[config.mk]
export PLATFORM = sky130hd
export DESIGN_NAME = stopwatch_ctrl
export DESIGN_NICKNAME = d
export VERILOG_FILES = /design/src/rtl/stopwatch_ctrl.sv
export SDC_FILE = /design/constraint.sdc
export NUM_CORES = 1
export LEC_CHECK = 0
export CORE_MARGIN = 8
export CORE_UTILIZATION = 52
export DETAILED_ROUTE_END_ITERATION = 8
export PLACE_DENSITY = 0.88
export SETUP_SLACK_MARGIN = 0.15
export SYNTH_ARGS = -nofsm -noshare
export SYNTH_HDL_FRONTEND = slang
export SYNTH_SLANG_ARGS = --single-unit
[constraint.sdc]
create_clock -name clk -period 5.05 [get_ports clk]
set_input_delay 1.515 -clock clk [delete_from_list [all_inputs] [get_ports clk]]
set_output_delay 1.515 -clock clk [all_outputs]
set_load 0.03 [all_outputs]
[src/rtl/stopwatch_ctrl.sv]
// Stopwatch sequencing controller: mode FSM, ms prescaler, countdown limit and beep request.
// Optional build macro CLAMP_EN stops count-up at MAX_MS (enters DONE without beeping).
module stopwatch_ctrl #(
  parameter int unsigned CLK_HZ  = 100_000_000,
  parameter int unsigned TICK_HZ = 1000,
  parameter int unsigned MAX_MS  = 3_599_999,
  parameter int unsigned HCT_MS  = 60_000,
  parameter int unsigned BEEP_MS = 500
) (
  input  logic        clk,
  input  logic        rst,
  input  logic        p,
  input  logic        u,
  input  logic        s,
  input  logic        clr,
  input  logic        inc,
  input  logic        min,
  input  logic [22:0] t_in,
  output logic        ms_tick,
  output logic        cnt_en,
  output logic        cnt_clr,
  output logic        cnt_load,
  output logic [21:0] load_val,
  output logic        dir_up,
  output logic        running,
  output logic        prog_mode,
  output logic [21:0] maxtime,
  output logic        zero
);

  localparam int unsigned DIV = CLK_HZ / TICK_HZ;
  localparam int unsigned PW  = (DIV > 1) ? $clog2(DIV) : 1;
  localparam int unsigned BW  = (BEEP_MS > 1) ? $clog2(BEEP_MS) : 1;
  localparam int unsigned TW  = 23;
  localparam int unsigned MW  = 22;

  typedef enum logic [2:0] {
    S_IDLE  = 3'd0,
    S_RUN   = 3'd1,
    S_PAUSE = 3'd2,
    S_PROG  = 3'd3,
    S_DONE  = 3'd4
  } state_t;

  state_t          r_state, w_state_nxt;
  logic            r_pend, w_pend_nxt;
  logic [PW-1:0]   r_presc, w_presc_nxt;
  logic [BW-1:0]   r_beep, w_beep_nxt;
  logic            r_ms_tick, r_cnt_en, r_cnt_clr, r_cnt_load;
  logic            w_cnt_en_nxt, w_cnt_clr_nxt, w_cnt_load_nxt;
  logic [MW-1:0]   r_load_val, w_load_val_nxt;
  logic [MW-1:0]   r_max, w_max_nxt;
  logic            r_dir_up, r_running, r_prog, r_zero, w_zero_nxt;
  logic            w_uchg, w_down_zero, w_clamp, w_tc;
  logic [TW-1:0]   w_inc_sum;

  // State and registered outputs
  always_ff @(posedge clk) begin
    if (rst) begin
      r_state    <= S_IDLE;
      r_pend     <= 1'b1;
      r_presc    <= '0;
      r_beep     <= '0;
      r_ms_tick  <= 1'b0;
      r_cnt_en   <= 1'b0;
      r_cnt_clr  <= 1'b0;
      r_cnt_load <= 1'b0;
      r_load_val <= MW'(HCT_MS);
      r_max      <= '0;
      r_dir_up   <= 1'b1;
      r_running  <= 1'b0;
      r_prog     <= 1'b0;
      r_zero     <= 1'b0;
    end else begin
      r_state    <= w_state_nxt;
      r_pend     <= w_pend_nxt;
      r_presc    <= w_presc_nxt;
      r_beep     <= w_beep_nxt;
      r_ms_tick  <= w_tc;
      r_cnt_en   <= w_cnt_en_nxt;
      r_cnt_clr  <= w_cnt_clr_nxt;
      r_cnt_load <= w_cnt_load_nxt;
      r_load_val <= w_load_val_nxt;
      r_max      <= w_max_nxt;
      r_dir_up   <= u;
      r_running  <= (w_state_nxt == S_RUN);
      r_prog     <= (w_state_nxt == S_PROG);
      r_zero     <= w_zero_nxt;
    end
  end

  // Next-state, prescaler, limit programming and strobe generation
  always_comb begin
    w_state_nxt    = r_state;
    w_pend_nxt     = 1'b0;
    w_presc_nxt    = '0;
    w_beep_nxt     = r_beep;
    w_max_nxt      = r_max;
    w_zero_nxt     = r_zero;
    w_cnt_en_nxt   = 1'b0;
    w_cnt_clr_nxt  = 1'b0;
    w_cnt_load_nxt = 1'b0;

    w_uchg      = (u != r_dir_up);
    w_down_zero = ~r_dir_up & (t_in == '0);
`ifdef CLAMP_EN
    w_clamp     = r_dir_up & (t_in >= TW'(MAX_MS));
`else
    w_clamp     = 1'b0;
`endif
    w_tc        = ((r_state == S_RUN) || (r_state == S_DONE)) && (r_presc == PW'(DIV - 1));
    w_inc_sum   = {1'b0, r_max} + (min ? TW'(60_000) : TW'(1_000));

    case (r_state)
      S_IDLE: begin
        if (p)           w_state_nxt = S_PROG;
        else if (w_uchg) w_state_nxt = S_IDLE;
        else if (s)      w_state_nxt = S_RUN;
      end
      S_RUN: begin
        if (p)                  w_state_nxt = S_PROG;
        else if (w_uchg || clr) w_state_nxt = S_IDLE;
        else if (w_down_zero) begin
          w_state_nxt = S_DONE;
          w_zero_nxt  = 1'b1;
          w_beep_nxt  = '0;
        end
        else if (w_clamp)       w_state_nxt = S_DONE;
        else if (s)             w_state_nxt = S_PAUSE;
      end
      S_PAUSE: begin
        if (p)                  w_state_nxt = S_PROG;
        else if (w_uchg || clr) w_state_nxt = S_IDLE;
        else if (s)             w_state_nxt = S_RUN;
      end
      S_PROG: begin
        if (!p) w_state_nxt = S_IDLE;
        if (inc) w_max_nxt = (w_inc_sum > TW'(MAX_MS)) ? '0 : w_inc_sum[MW-1:0];
      end
      S_DONE: begin
        if (p)                       w_state_nxt = S_PROG;
        else if (w_uchg || clr || s) w_state_nxt = S_IDLE;
        // Beep length is counted in ms ticks seen while in DONE
        if (r_zero && w_tc) begin
          if (r_beep == BW'(BEEP_MS - 1)) w_zero_nxt = 1'b0;
          else                            w_beep_nxt = r_beep + BW'(1);
        end
      end
      default: w_state_nxt = S_IDLE;
    endcase

    if (w_state_nxt != S_DONE) w_zero_nxt = 1'b0;

    case (r_state)
      S_RUN, S_DONE: w_presc_nxt = w_tc ? '0 : r_presc + PW'(1);
      S_PAUSE:       w_presc_nxt = r_presc;
      default:       w_presc_nxt = '0;
    endcase

    w_cnt_en_nxt = w_tc && (r_state == S_RUN) && !w_down_zero && !w_clamp;

    // Arm a clear/load on every IDLE entry, including a direction change while idle
    w_pend_nxt = (w_state_nxt == S_IDLE) && ((r_state != S_IDLE) || w_uchg);
    if ((r_state == S_IDLE) && r_pend) begin
      w_cnt_clr_nxt  = r_dir_up;
      w_cnt_load_nxt = ~r_dir_up;
    end

    w_load_val_nxt = (w_max_nxt != '0) ? w_max_nxt : MW'(HCT_MS);
  end

  assign ms_tick   = r_ms_tick;
  assign cnt_en    = r_cnt_en;
  assign cnt_clr   = r_cnt_clr;
  assign cnt_load  = r_cnt_load;
  assign load_val  = r_load_val;
  assign dir_up    = r_dir_up;
  assign running   = r_running;
  assign prog_mode = r_prog;
  assign maxtime   = r_max;
  assign zero      = r_zero;

endmodule

==> results.json, run 1 <==
{
  "synth_cell_types": 72,
  "synthesis.nets": 574,
  "layout_common_cells": "82 x dfxtp_1, 82 x clkdlybuf4s50_1, 63 x nor2_1",
  "power.density_nw_per_um2": 266.7,
  "ys_seq_area_frac": 0.3742,
  "viasPerCell": 6.113,
  "routed-wl-met2_um": 5891,
  "startpoint_type": "primary input",
  "firstDrtPassIters": 5,
  "syn_to_final_growth_pct": 27.50,
  "status": "finished clean",
  "netlist_instances": 533,
  "core_area_um2": 8217,
  "dp.cells": 710,
  "finClkSkew_ns": 0.008879,
  "ys_async_sr_fraction": 0,
  "io_pins": 83,
  "drt-total-wl_um": 12410,
  "critPathKind": "primary input to flip-flop",
  "track_usage": 0.2120,
  "start_util": 0.5339,
  "ys.warnings.count": 0,
  "r2r_start": "maxtime[3]",
  "root_buffer": "clkbuf_8",
  "htreeDepth": 3,
  "vdd.ir_drop.worst_mv": 0.1677,
  "die_x_um": 107.8,
  "rr_endpoint": "load_val[6]",
  "rsz0062_at_grt": "false",
  "antenna_found_initial": 0,
  "numCtsBuffers": 9,
  "rrSetupSlack_ns": 1.68,
  "tightestPinTransition_ns": 0.6445,
  "clkTransAtPathRegs_ns": 0.08,
  "period_share": 0.9347,
  "required_ns": 5.26,
  "drt_iter0_markers": 313,
  "wl_met3_um": 1196,
  "synth_area_per_cell_um2": 8.230,
  "period_minus_slack_ns": 4.720,
  "startpoint": "min",
  "p_leak_nw": 2.016,
  "diodes": 0,
  "die-area_um2": 11630,
  "port_buffers": 82,
  "top_layer_used": "met4",
  "maxCapViolations": 0,
  "postCtsResizedCells": 0,
  "worst-path-stages": 13,
  "wl_met1_um": 4990,
  "cp-end-kind": "flip-flop",
  "report.final.slew_viol_count": 0,
  "crit_path_top_delay_cell": "clkdlybuf4s50_1",
  "hp-class": "flip-flop to flip-flop",
  "crit_fanout": 7,
  "max_slew_margin": 0.5698,
  "drive_gt1_frac": 0.07742,
  "grt_max_degree": 36,
  "cp-endpoint": "load_val[6]",
  "synth_flop_cell": "dfxtp_1",
  "final_cells": 725,
  "critPathBufInv": 2,
  "fin_nets": 657,
  "ys_ff_latch": 82,
  "dp_hpwl_um": 9461,
  "drc": 0,
  "grt_pass1_wl_um": 20160,
  "postCtsSetupRepairBufs": 0,
  "crit_path_max_incr_delay_ns": 0.48,
  "cp_common_cell": "ha_1",
  "globalRouteOverflowTotal": 0,
  "wl_per_cell_um": 17.12,
  "fmaxAchievable_mhz": 211.9,
  "postRouteAntennaNets": 0,
  "synth-edff-count": 0,
  "synth.cell_area_um2": 4387,
  "clockBufferDepth": 2,
  "cp_top_family": "compound AO/OA/AOI/OAI gates",
  "gp_congestion": 0.9308,
  "vias": 4432,
  "first_global_vias": 4256,
  "die_y_um": 107.8,
  "arrival_ns": 4.93,
  "r2r_cells": 11,
  "hold_viol": 0,
  "clkLatencyLatePin_ns": 0.35,
  "postCtsHoldBufs": 0,
  "setup-tns-final_ns": 0,
  "worstPathCellList": "clkdlybuf4s50_1, inv_1, ha_1, ha_1, o31ai_1, o22ai_1, a221oi_1, or3_1, o311ai_1, a21o_2, o21a_2, o221ai_4, o211ai_1",
  "rows": 33,
  "cts_tree": "yes",
  "cts.sinks": 82,
  "setup_viol": 0
}
## Yosys cell counts, drive strengths merged (5+ instances only)
library cell,n,share of area
inv,17,0.015
nand4,10,0.014
and3,10,0.014
xor2,17,0.034
ha,10,0.029
buf,6,0.0080
a21oi,39,0.044
nand2,54,0.046
o21ai,29,0.036
dfxtp,82,0.37
nor3,18,0.023
o211ai,7,0.014
xnor2,19,0.038
nor4,11,0.016
nor3b,5,0.011
and4,5,0.010
a211oi,7,0.013
o31ai,6,0.010
clkbuf,18,0.015
a31oi,8,0.011
nand3,21,0.024
nor2,64,0.056
## per-stage QoR
step | utilization | setup slack [ns] | total power, mW | hold slack, ns | instance area (um^2)
after floorplan | - | 0.7956 | 0.8334 | 0.4543 | 4387
after global placement | 0.6516 | 0.04587 | 0.9258 | 0.4662 | 5354
after detailed placement | 0.6516 | 0.002653 | 0.9304 | 0.4700 | 5354
after CTS | 0.6807 | 0.3601 | 1.493 | 0.4834 | 5593
after global routing | 0.6807 | 0.1635 | 1.538 | 0.5155 | 5593
final | 0.6807 | 0.3298 | 1.492 | 0.4858 | 5593
## sequential cells by signal, summed over array words and instances (netlist names)
name / count
r_state: 3
running: 1
r_pend: 1
r_presc: 17
cnt_en: 1
prog_mode: 1
zero: 1
ms_tick: 1
dir_up: 1
cnt_load: 1
cnt_clr: 1
load_val: 22
maxtime: 22
r_beep: 9
## kinds of logic after synthesis
kind of cell             synth area share
flip-flops                         0.3742
adder cells (fa/ha/maj)           0.02852
AND/OR/NAND/NOR                    0.2718
AO/OA/AOI/OAI                      0.2156
XOR/XNOR                          0.07188
buffers and inverters             0.03793
## worst reg2reg max path: stages, from the launching register on
cell and delay, ns:
dfxtp_1 0.37, ha_1 0.22, ha_1 0.20, o31ai_1 0.43, o22ai_1 0.19, a221oi_1 0.45, or3_1 0.22, o311ai_1 0.13
a21o_2 0.30, o21a_2 0.26, o221ai_4 0.30, o211ai_1 0.14
## final cells by class
type / count / area, um^2
Timing Repair Buffer: 96 / 938.4
Clock buffer: 9 / 123.9
Tap cell: 105 / 131.4
Fill cell: 664 / 2624
Clock inverter: 6 / 115.1
Multi-Input combinational cell: 410 / 2579
Sequential cell: 82 / 1642
Inverter: 17 / 63.81
## how the worst min path moves through the flow
| stage | start | to | slack, ns | cells past startpoint |
|---|---|---|---|---|
| after global placement | zero | zero | 0.47 | 2 |
| final | maxtime[1] | load_val[1] | 0.49 | 2 |
| after global routing | maxtime[2] | load_val[2] | 0.52 | 2 |
| after floorplan | r_presc[15] | r_presc[15] | 0.45 | 2 |
| after detailed placement | maxtime[1] | load_val[1] | 0.47 | 2 |
| after CTS | maxtime[1] | load_val[1] | 0.48 | 2 |
## metal layers
layer  vias up  global-route usage
met2       213              0.3522
met4         0             0.08722
met3        35             0.05749
met1      2071              0.2520
li1       2113                   -
met5         -                   0
## power breakdown
part	internal (mW)	switching [mW]	total [mW]
Sequential	0.666	0.0217	0.688
Combinational	0.0987	0.133	0.232
Clock	0.328	0.244	0.572
Total	1.09	0.399	1.49
Note: power is estimated with default switching activity, not from simulation.
==> inputs of run 2 (changes only) <==
- CORE_UTILIZATION: 52 -> 53
- CTS_BUF_LIST: default -> sky130_fd_sc_hd__clkbuf_4 sky130_fd_sc_hd__clkbuf_8
- PLACE_DENSITY: 0.88 -> 0.89
- SETUP_SLACK_MARGIN: 0.15 -> 0.1
==> run 2 against run 1 <==
Compared with the run above: via count up 0.27%; combinational power is essentially flat; wire length increased by 3.2%; sequential power about the same; largest power group unchanged; critical path type unchanged; power decreased by 1.3%; setup slack gained 0.080 ns; global-route usage rose by 1.1 points; clock power shrank 3.7%; highest routed layer unchanged; final area rose by 0.16%; die area decreased by 1.6%; count of clock-buffer cells in the layout is the same; utilization grew 0.80 points.
==> results.json, run 2 (synthesized netlist as in run 1, its figures left out) <==
{
  "period_share": 0.9189,
  "power.density_nw_per_um2": 262.7,
  "htreeDepth": 3,
  "die_x_um": 107.0,
  "cts_tree": "yes",
  "r2r_cells": 11,
  "numCtsBuffers": 9,
  "drt-total-wl_um": 12810,
  "cp-end-kind": "flip-flop",
  "pwr-share-clk": 0.374,
  "fmaxAchievable_mhz": 215.5,
  "vdd.ir_drop.worst_mv": 0.1637,
  "gp_congestion": 0.9350,
  "setup_viol": 0,
  "hold_viol": 0,
  "globalRouteOverflowTotal": 0,
  "p_leak_nw": 2.026,
  "hp-class": "flip-flop to flip-flop",
  "die_y_um": 107.0,
  "r2r_start": "maxtime[3]",
  "period_minus_slack_ns": 4.640,
  "firstDrtPassIters": 5,
  "grt_max_degree": 36,
  "port_buffers": 82,
  "report.final.slew_viol_count": 0,
  "clkTransAtPathRegs_ns": 0.09,
  "critPathKind": "primary input to flip-flop",
  "clkLatencyLatePin_ns": 0.36,
  "clockBufferDepth": 2,
  "min_to": "load_val[2]",
  "utilization": 0.6887,
  "drt_iter0_markers": 234,
  "vias": 4444,
  "arrival_ns": 4.85,
  "first_global_vias": 4281,
  "cts.sinks": 82,
  "rsz0062_at_grt": "false",
  "start_util": 0.5393,
  "combPwrFrac": 0.157,
  "tightestPinTransition_ns": 0.6455,
  "viasPerCell": 6.104,
  "finClkSkew_ns": 0.01211,
  "syn_to_final_growth_pct": 27.70,
  "grt_pass1_wl_um": 20760,
  "switching_share": 0.2838,
  "wl_per_cell_um": 17.59,
  "root_buffer": "clkbuf_8",
  "max_slew_margin": 0.5691,
  "diodes": 0,
  "drive_gt1_frac": 0.08186,
  "die-area_um2": 11440,
  "fin_nets": 659,
  "postRouteAntennaNets": 0,
  "crit_fanout": 7,
  "rrSetupSlack_ns": 1.75,
  "setup-tns-final_ns": 0,
  "switchingPower_mw": 0.4177,
  "layout_common_cells": "82 x dfxtp_1, 82 x clkdlybuf4s50_1, 63 x nor2_1",
  "hold_depth": 2,
  "drc": 0,
  "io_pins": 83,
  "startpoint_type": "primary input",
  "maxCapViolations": 0,
  "rr_endpoint": "load_val[14]",
  "min_from": "maxtime[2]",
  "required_ns": 5.26,
  "p_seq_frac": 0.469,
  "rows": 33,
  "postCtsSetupRepairBufs": 0,
  "postCtsResizedCells": 0,
  "core_area_um2": 8134,
  "p_int_mw": 1.054,
  "status": "finished clean",
  "antenna_found_initial": 0,
  "track_usage": 0.2232,
  "postCtsHoldBufs": 0,
  "dp_hpwl_um": 9693
}
[run 2: changes by cell type in the layout (fill, tap and decap cells not counted)]
cell,delta
clkinvlp_4,-1
bufinv_16,-1
inv_8,+2
clkinv_4,+1
buf_4,+2
[run 2: worst max-delay path by stage]
stage	end	cells after the start	from	slack, ns
global placement	load_val[6]	13	min	0.15
finish	load_val[14]	13	min	0.41
CTS	load_val[14]	13	min	0.43
detailed placement	load_val[6]	13	min	0.08
global route	load_val[14]	13	min	0.14
floorplan	load_val[6]	12	min	0.80
[run 2: metrics by stage]
step | power, mW | hold slack [ns] | cells | setup WS, ns | instance area, um^2
6_report | 1.472 | 0.4979 | 728 | 0.4097 | 5602
5_1_grt | 1.523 | 0.5209 | 728 | 0.1390 | 5602
4_1_cts | 1.474 | 0.5014 | 728 | 0.4305 | 5602
3_5_place_dp | 0.9318 | 0.4864 | 712 | 0.07834 | 5369
3_3_place_gp | 0.9271 | 0.4696 | 712 | 0.1513 | 5369
2_1_floorplan | 0.8334 | 0.4543 | 533 | 0.7956 | 4387
[run 2: critical path: stages]
cell,delay [ns]
clkdlybuf4s50_1,0.48
inv_1,0.09
ha_1,0.22
ha_1,0.19
o31ai_1,0.39
o22ai_1,0.19
a221oi_1,0.43
or3_1,0.22
o311ai_1,0.13
a21o_2,0.31
o21a_2,0.26
o221ai_4,0.28
nand4_1,0.14
[run 2: metal layers]
layer  GRT usage  vias to the layer above  wire (um)
met3     0.06119                       23       1020
met4     0.07638                        0        250
li1            -                     2120          -
met2      0.3894                      194       6321
met1      0.2565                     2107       5217
met5           0                        -          0
[run 2: final cells by class]
class                   instances  area (um^2)
multi-input cells             410         2579
clock inverters                 7        108.9
well taps                     105        131.4
repair buffers                 98        953.4
inverters                      17        63.81
clock buffers                   9        123.9
flip-flops and latches         82         1642
fillers                       646         2532
[run 2: power by group through the flow]
stage               sequential, mW  clock, mW  combinational, mW
floorplan                    0.723          0              0.110
global placement             0.703          0              0.224
detailed placement           0.704          0              0.228
CTS                          0.689      0.555              0.230
global route                 0.691      0.584              0.247
finish                       0.690      0.551              0.231
==> inputs of run 3 (changes only) <==
- CAP_MARGIN: default -> 20
- clock period: 5.05 -> 5.7 ns (I/O delays scaled with it)
==> run 3 against run 2 <==
Compared with the run above: sequential cell count stayed put; first-iteration DRC count grew 45%; combinational power decreased by 14%; clock power shrank 13%; cell count fell by 1.6%; final area fell by 1.9%; count of clock-buffer cells in the layout unchanged; global-route usage increased by 0.059 points; wire length rose by 0.48%; clock skew is 0.0030 ns higher; critical path depth did not move.
==> results.json, run 3 (synthesized netlist as in run 1, its figures left out) <==
{
  "status": "finished clean",
  "cp_common_cell": "ha_1",
  "gp_congestion": 0.9379,
  "critPathBufInv": 2,
  "drt_iter0_markers": 340,
  "report.final.slew_viol_count": 0,
  "port_buffers": 82,
  "required_ns": 5.90,
  "place_ws_ns": 0.1323,
  "viasPerCell": 6.165,
  "cp_top_family": "compound AO/OA/AOI/OAI gates",
  "grt_max_degree": 36,
  "vias": 4414,
  "clockBufferDepth": 2,
  "fmaxAchievable_mhz": 190.5,
  "routed-wl-met2_um": 6379,
  "die-area_um2": 11440,
  "globalRouteOverflowTotal": 0,
  "period_share": 0.9210,
  "cp-end-kind": "flip-flop",
  "drc": 0,
  "vdd.ir_drop.worst_mv": 0.1338,
  "antenna_found_initial": 0,
  "start_util": 0.5393,
  "wl_met1_um": 4995,
  "fin_area_um2": 5495,
  "finClkSkew_ns": 0.01509,
  "die_x_um": 107.0,
  "rr_endpoint": "load_val[9]",
  "top_layer_used": "met4",
  "crit_fanout": 7,
  "track_usage": 0.2238,
  "postCtsHoldBufs": 0,
  "clkLatencyLatePin_ns": 0.36,
  "crit_path_max_incr_delay_ns": 0.59,
  "crit_path_top_delay_cell": "clkdlybuf4s50_1",
  "first_global_vias": 4385,
  "core_area_um2": 8134,
  "p_leak_nw": 1.962,
  "arrival_ns": 5.45,
  "wl_met3_um": 1175,
  "cts.sinks": 82,
  "io_pins": 83,
  "rows": 33,
  "htreeDepth": 3,
  "utilization": 0.6756,
  "max_slew_margin": 0.5418,
  "postRouteAntennaNets": 0,
  "dp_hpwl_um": 9723,
  "firstDrtPassIters": 5,
  "startpoint_type": "primary input",
  "tightestPinTransition_ns": 0.6837,
  "post_dp_cell_area_um2": 5266,
  "cts_tree": "yes",
  "total_power_mw": 1.291,
  "critPathKind": "primary input to flip-flop",
  "r2r_start": "maxtime[3]",
  "syn_to_final_growth_pct": 25.27,
  "setup-tns-final_ns": 0,
  "layout_common_cells": "82 x dfxtp_1, 82 x clkdlybuf4s50_1, 63 x nor2_1",
  "postCtsResizedCells": 0,
  "grt_pass1_wl_um": 21000,
  "fin_nets": 647,
  "final.fill_count": 667,
  "root_buffer": "clkbuf_8",
  "drt-total-wl_um": 12870,
  "numCtsBuffers": 9,
  "power.density_nw_per_um2": 235.0,
  "postCtsSetupRepairBufs": 0,
  "worst-path-stages": 13,
  "maxCapViolations": 0,
  "cp-endpoint": "load_val[9]",
  "diodes": 0,
  "wl_per_cell_um": 17.98,
  "die_y_um": 107.0,
  "fin_ws_ns": 0.4500,
  "rrSetupSlack_ns": 2.16,
  "drive_gt1_frac": 0.06383,
  "setup_viol": 0,
  "hold_viol": 0,
  "rsz0062_at_grt": "false",
  "hp-class": "flip-flop to flip-flop",
  "clkTransAtPathRegs_ns": 0.09,
  "worstPathCellList": "clkdlybuf4s50_1, inv_1, ha_1, ha_1, o31ai_1, o22ai_1, a221oi_1, or3_1, o311ai_1, a21o_2, o21a_2, o221ai_4, o211ai_1",
  "period_minus_slack_ns": 5.250,
  "startpoint": "min",
  "r2r_cells": 11
}
==> run 3: cell type report <==
cell class	count	area (um^2)	share of cell area
Multi-Input combinational cell	410	2579	0.4693
Clock buffer	9	123.9	0.02254
Timing Repair Buffer	86	850.8	0.1548
Inverter	17	63.81	0.01161
Clock inverter	7	105.1	0.01913
Tap cell	105	131.4	0.02391
Sequential cell	82	1642	0.2987
==> run 3: power breakdown <==
group | leakage [nW] | switching, mW | total (mW) | internal, mW
combinational | 1.18 | 0.115 | 0.199 | 0.0835
clock | 0.113 | 0.227 | 0.482 | 0.254
sequential | 0.664 | 0.0208 | 0.611 | 0.590
==> run 3: per-layer routing <==
metal / GRT usage / vias to the layer above
li1: - / 2092
met1: 0.2524 / 2078
met2: 0.3943 / 217
met3: 0.06719 / 27
met4: 0.07136 / 0
met5: 0 / -
==> run 3: worst min path at each step <==
stage / startpoint / to / slack [ns] / cells after the start
final: maxtime[2] / load_val[2] / 0.49 / 2
after global routing: maxtime[2] / load_val[2] / 0.53 / 2
after CTS: maxtime[2] / load_val[2] / 0.49 / 2
after detailed placement: maxtime[2] / maxtime[2] / 0.48 / 2
after global placement: zero / zero / 0.47 / 2
after floorplan: r_presc[15] / r_presc[15] / 0.45 / 2
==> run 3: worst reg2reg max path, delay by kind of cell (launching register included) <==
kind / cells / cell delay [ns]
AND/OR/NAND/NOR: 1 / 0.23
flip-flops: 1 / 0.38
adder cells (fa/ha/maj): 2 / 0.55
AO/OA/AOI/OAI: 8 / 2.24
==> run 3: per-stage QoR <==
step | hold slack, ns | instances
after global placement | 0.4663 | 700
after detailed placement | 0.4797 | 700
after floorplan | 0.4543 | 533
after CTS | 0.4873 | 716
after global routing | 0.5254 | 716
final | 0.4899 | 716
